===== src/rtl/instr_encoder_loader.sv =====
// instr_encoder_loader: encodes R/I/J field tuples into 32-bit words and writes them to consecutive instruction-memory addresses
// Ports: clk, rst_n (async active-low); start/base_addr/count begin a load; in_valid/in_ready handshake a tuple
// (fmt, opcode, fcode, reg1, reg2, shamt, imm, label); wr_en/wr_addr/wr_data drive the memory write;
// busy (LOAD), done (DONE pulse), err (sticky illegal tuple), words_written (writes this load).
// Optional macro INSTR_ENC_CHECK_EN rejects tuples whose unused register/shamt fields are non-zero.
module instr_encoder_loader (
  input  logic        clk,
  input  logic        rst_n,
  input  logic        start,
  input  logic [9:0]  base_addr,
  input  logic [9:0]  count,
  input  logic        in_valid,
  output logic        in_ready,
  input  logic [1:0]  fmt,
  input  logic [3:0]  opcode,
  input  logic [3:0]  fcode,
  input  logic [4:0]  reg1,
  input  logic [4:0]  reg2,
  input  logic [4:0]  shamt,
  input  logic [15:0] imm,
  input  logic [25:0] label,
  output logic        wr_en,
  output logic [9:0]  wr_addr,
  output logic [31:0] wr_data,
  output logic        busy,
  output logic        done,
  output logic        err,
  output logic [9:0]  words_written
);
  typedef enum logic [1:0] {IDLE, LOAD, DONE} state_t;
  state_t state, state_nx;
  logic [9:0] base, rem;
  logic [31:0] enc;
  logic xfer, legal;
  assign in_ready = state == LOAD && rem != 10'd0;
  assign busy = state == LOAD;
  assign done = state == DONE;
  assign xfer = in_valid && in_ready;
  always_comb begin
    enc = fmt == 2'b00 ? {opcode, reg1, reg2, shamt, 9'd0, fcode} :
          fmt == 2'b01 ? {opcode, reg1, 7'd0, imm} : {opcode, 2'd0, label};
`ifdef INSTR_ENC_CHECK_EN
    legal = fmt == 2'b00 ? !(fcode < 4'h8 && shamt != 5'd0) :
            fmt == 2'b01 ? reg2 == 5'd0 :
            fmt == 2'b10 ? reg1 == 5'd0 && reg2 == 5'd0 : 1'b0;
`else
    legal = fmt != 2'b11;
`endif
  end
  always_comb begin
    state_nx = state == IDLE ? (start ? (count != 10'd0 ? LOAD : DONE) : IDLE) :
               state == LOAD ? (xfer && rem == 10'd1 ? DONE : LOAD) : IDLE;
  end
  always_ff @(posedge clk or negedge rst_n)
    if (!rst_n) state <= IDLE;
    else state <= state_nx;
  // words_written doubles as the write index: both clear on start and step on every legal write
  always_ff @(posedge clk or negedge rst_n)
    if (!rst_n) begin
      base <= '0;
      rem <= '0;
      words_written <= '0;
      err <= 1'b0;
      wr_en <= 1'b0;
      wr_addr <= '0;
      wr_data <= '0;
    end else begin
      wr_en <= xfer && legal;
      if (state == IDLE && start) begin
        base <= base_addr;
        rem <= count;
        words_written <= '0;
        err <= 1'b0;
      end
      if (xfer) begin
        rem <= rem - 10'd1;
        if (legal) begin
          wr_addr <= base + words_written;
          wr_data <= enc;
          words_written <= words_written + 10'd1;
        end else err <= 1'b1;
      end
    end
endmodule


===== config.mk =====
export PLATFORM = sky130hd
export DESIGN_NAME = instr_encoder_loader
export DESIGN_NICKNAME = d
export VERILOG_FILES = /design/src/rtl/instr_encoder_loader.sv
export SDC_FILE = /design/constraint.sdc
export NUM_CORES = 1
export LEC_CHECK = 0
export CAP_MARGIN = 5
export CELL_PAD_IN_SITES_DETAIL_PLACEMENT = 1
export CELL_PAD_IN_SITES_GLOBAL_PLACEMENT = 1
export CORE_UTILIZATION = 40
export DETAILED_ROUTE_END_ITERATION = 8
export DONT_BUFFER_PORTS = 1
export PLACE_DENSITY = 0.72
export SLEW_MARGIN = 20
export SYNTH_ARGS = -nofsm -noshare
export SYNTH_HDL_FRONTEND = slang
export SYNTH_SLANG_ARGS = --single-unit

===== constraint.sdc =====
create_clock -name clk -period 2.5 [get_ports clk]
set_clock_uncertainty 0.05 [all_clocks]
set_input_delay 0.25 -clock clk [delete_from_list [all_inputs] [get_ports clk]]
set_output_delay 0.25 -clock clk [all_outputs]
set_load 0.02 [all_outputs]

==> out/qor.yml <==
synthToLayoutAreaGrowth_pct: 15.0
grtUsageTotal_pct: 22.1
worst_slew_pin_slew_ns: 0.828
synth_cell_types: 53
cp.required_ns: 2.70
period_share_pct: 93.5
insertion_delay_ns: 0.36
crit_arrival_ns: 2.53
start_kind: "register"
drt-initial-drc-count: 79
routabilityCongestion: 0.803
p_leak_nw: 2.24
cp_max_fo: 13
drv_slew: 0
hold_viol: 0
routed_via_density: 5.73
synth_top_area_share_pct: 46.3
setup_tns_ns: 0
start_util_pct: 41.6
cap_violations: 0
drc_errors: 0
endpoint_kind: "register"
drt-met1-wl_um: 4660
wl_met2_um: 5800
hpwl_um: 8010
diodes: 0
post-synth-top-area-cell: "dfrtp_1"
top_layer: "met4"
seq_area_frac_synth_pct: 46.3
seqPwrFrac_pct: 46.7
num_rows: 36
cts_buffer_depth: 2
finalCriticalPeriod_ns: 2.34
synth_fp_nets: 553
slew_headroom_pct: 44.4
synth_area_leaders: "dfrtp_1, nand2_1, o21ai_0, a22o_1, ha_1"
syn_area_um2: 4100
final_layout_size_suffix_gt1_share_pct: 8.39
min_path_type: "in -> reg"
clock-sinks: 76
die_width_um: 103
io_buffers: 0
drtPass1Iterations: 4
grt_pass1_wl_um: 17800
ys.flop_type: "dfrtp_1"
p_switching_mw: 1.90
peakVddDrop_v: 0.000334
dieArea_um2: 10700
rsz0062_at_grt: "no"
synthArstFlopShare_pct: 100
pin_count: 148
grt_overflow: 0
core-area_um2: 9860
clock_power_share_pct: 21.5
r2r_slack_ns: 0.16
yosys_warnings: 0
max_freq_ghz: 0.428
cts_inserted_buffers: 9
wl_um: 11400
grt_max_degree: 77
antenna_found_initial: 0
synth_edf_count: 0
wl_met3_um: 781
power.internal_mw: 2.69
wl_per_cell_um: 18.8
grt_pass1_vias: 3572
comb_power_share_pct: 31.8
crit_type: "reg -> reg"
utilization_pct: 47.9
clock-root-buffer: "clkbuf_8"
avgSynthCellArea_um2: 9.16
die_h_um: 103
path_clk_slew_ns: 0.09
pwr_density_cell_nw_per_um2: 971
vias: 3494
yosys_register_bits: 76
swShare_pct: 41.4
status: "completed"
detail-route-antenna-nets: 0
htreeDepth: 3
finalSetupViolCount: 0
nNetsFinal: 577
synthCells: 448
cts_tree: "built"
==> final timing paths <==
kind                       startpoint          endpoint  cells past startpoint
max                            rem[0]        wr_addr[8]                      8
min                          count[7]            rem[7]                      2
max reg2reg                    rem[0]        wr_addr[8]                      8
min reg2reg                   base[8]           base[8]                      2
max in group asynchronous       rst_n  words_written[4]                      2
min in group asynchronous       rst_n       wr_data[26]                      2
==> area by class of cell <==
| type | count | area (um2) |
|---|---|---|
| clock inverters | 7 | 80.1 |
| fillers | 1143 | 5140 |
| well taps | 133 | 166 |
| inverters | 7 | 26.3 |
| clock buffers | 9 | 124 |
| flip-flops and latches | 76 | 1900 |
| multi-input cells | 338 | 2030 |
| repair buffers | 40 | 388 |
==> cell usage in the layout, fill, tap and decap left out, types with 4 or more instances in the layout <==
| cell | synthesis | final |
|---|---|---|
| nor2_1 | 23 | 23 |
| or3_1 | 5 | 5 |
| buf_4 | 7 | 14 |
| a21o_1 | 20 | 20 |
| nand2_1 | 115 | 115 |
| dlygate4sd3_1 | 0 | 24 |
| nand4_1 | 7 | 7 |
| o21ai_0 | 40 | 40 |
| clkbuf_8 | 0 | 9 |
| nor4_1 | 4 | 4 |
| ha_1 | 13 | 13 |
| a22o_1 | 19 | 19 |
| xor2_1 | 4 | 4 |
| mux2i_1 | 13 | 13 |
| xnor2_1 | 6 | 6 |
| a21oi_1 | 16 | 16 |
| inv_1 | 6 | 5 |
| o211ai_1 | 5 | 5 |
| nand3_1 | 6 | 6 |
| dfrtp_1 | 76 | 76 |
==> Yosys cell counts (2+ instances only) <==
| library cell | instances |
|---|---|
| nand2_1 | 115 |
| nand3_1 | 6 |
| a311oi_1 | 2 |
| xor2_1 | 4 |
| nand4_1 | 7 |
| o21ai_0 | 40 |
| buf_2 | 3 |
| inv_1 | 6 |
| a21oi_1 | 16 |
| clkbuf_1 | 14 |
| ha_1 | 13 |
| dfrtp_1 | 76 |
| o31ai_1 | 2 |
| buf_6 | 2 |
| buf_4 | 7 |
| a21o_1 | 20 |
| xnor2_1 | 6 |
| o311ai_0 | 3 |
| and3_1 | 2 |
| o211ai_1 | 5 |
| mux2i_1 | 13 |
| and2_1 | 2 |
| o22ai_1 | 2 |
| nor2_1 | 23 |
| nor3_1 | 3 |
| nor4_1 | 4 |
| a22o_1 | 19 |
| or3_1 | 5 |
| nor2b_1 | 3 |
| a211o_1 | 2 |
==> sequential cells by signal (all words and copies together) (netlist names) <==
name and cells:
base 10, err 1, rem 10, state 2, words_written 10, wr_addr 10
wr_data 32, wr_en 1
==> power groups by stage <==
| stage | clock network, mW | logic [mW] | registers (mW) |
|---|---|---|---|
| detailed placement | 0 | 1.39 | 2.17 |
| CTS | 1.02 | 1.47 | 2.14 |
| finish | 0.986 | 1.46 | 2.14 |
| global placement | 0 | 1.34 | 2.15 |
| global route | 1.07 | 1.66 | 2.20 |
| floorplan | 0 | 1.05 | 2.13 |
==> routing by layer <==
metal,global-route usage [%],up-vias
met4,9.21,0
met2,38.9,111
li1,-,1629
met5,0,-
met3,5.24,15
met1,25.8,1739
==> kinds of logic after synthesis <==
kind of cell | Yosys count | synth area share, %
XOR/XNOR | 10 | 2.13
flip-flops | 76 | 46.3
AND/OR/NAND/NOR | 177 | 18.7
buffers and inverters | 34 | 4.21
multiplexers | 13 | 3.17
AO/OA/AOI/OAI | 124 | 21.0
adder cells (fa/ha/maj) | 14 | 4.45
==> through the flow <==
| stage | instances | area, um2 | setup WS [ns] | hold slack [ns] | total power [mW] |
|---|---|---|---|---|---|
| 4_1_cts | 610 | 4710 | 0.0624 | 0.00435 | 4.63 |
| 3_5_place_dp | 569 | 4240 | 0.0917 | -0.0936 | 3.56 |
| 3_3_place_gp | 569 | 4240 | 0.183 | -0.0934 | 3.49 |
| 6_report | 610 | 4720 | 0.163 | 0.0264 | 4.58 |
| 5_1_grt | 610 | 4720 | 0.0333 | 0.0125 | 4.92 |
| 2_1_floorplan | 448 | 4100 | 0.208 | -0.0956 | 3.18 |
==> worst max-delay path: stages, from the launching register on <==
cell and delay, ns:
dfrtp_1 0.42, inv_2 0.09, ha_1 0.14, or3b_2 0.51
o31a_4 0.35, nand2_4 0.12, inv_2 0.12, o2111a_1 0.16
a221o_1 0.25
==> what timing repair did <==
action | CTS | global route
buffers inserted | 0 | 0
gates resized for setup | 0 | 3
setup endpoints to repair | 0 | 8
hold buffers | 25 | 0
endpoints found under the hold margin | 114 | 0
Note: power is estimated with default switching activity, not from simulation.
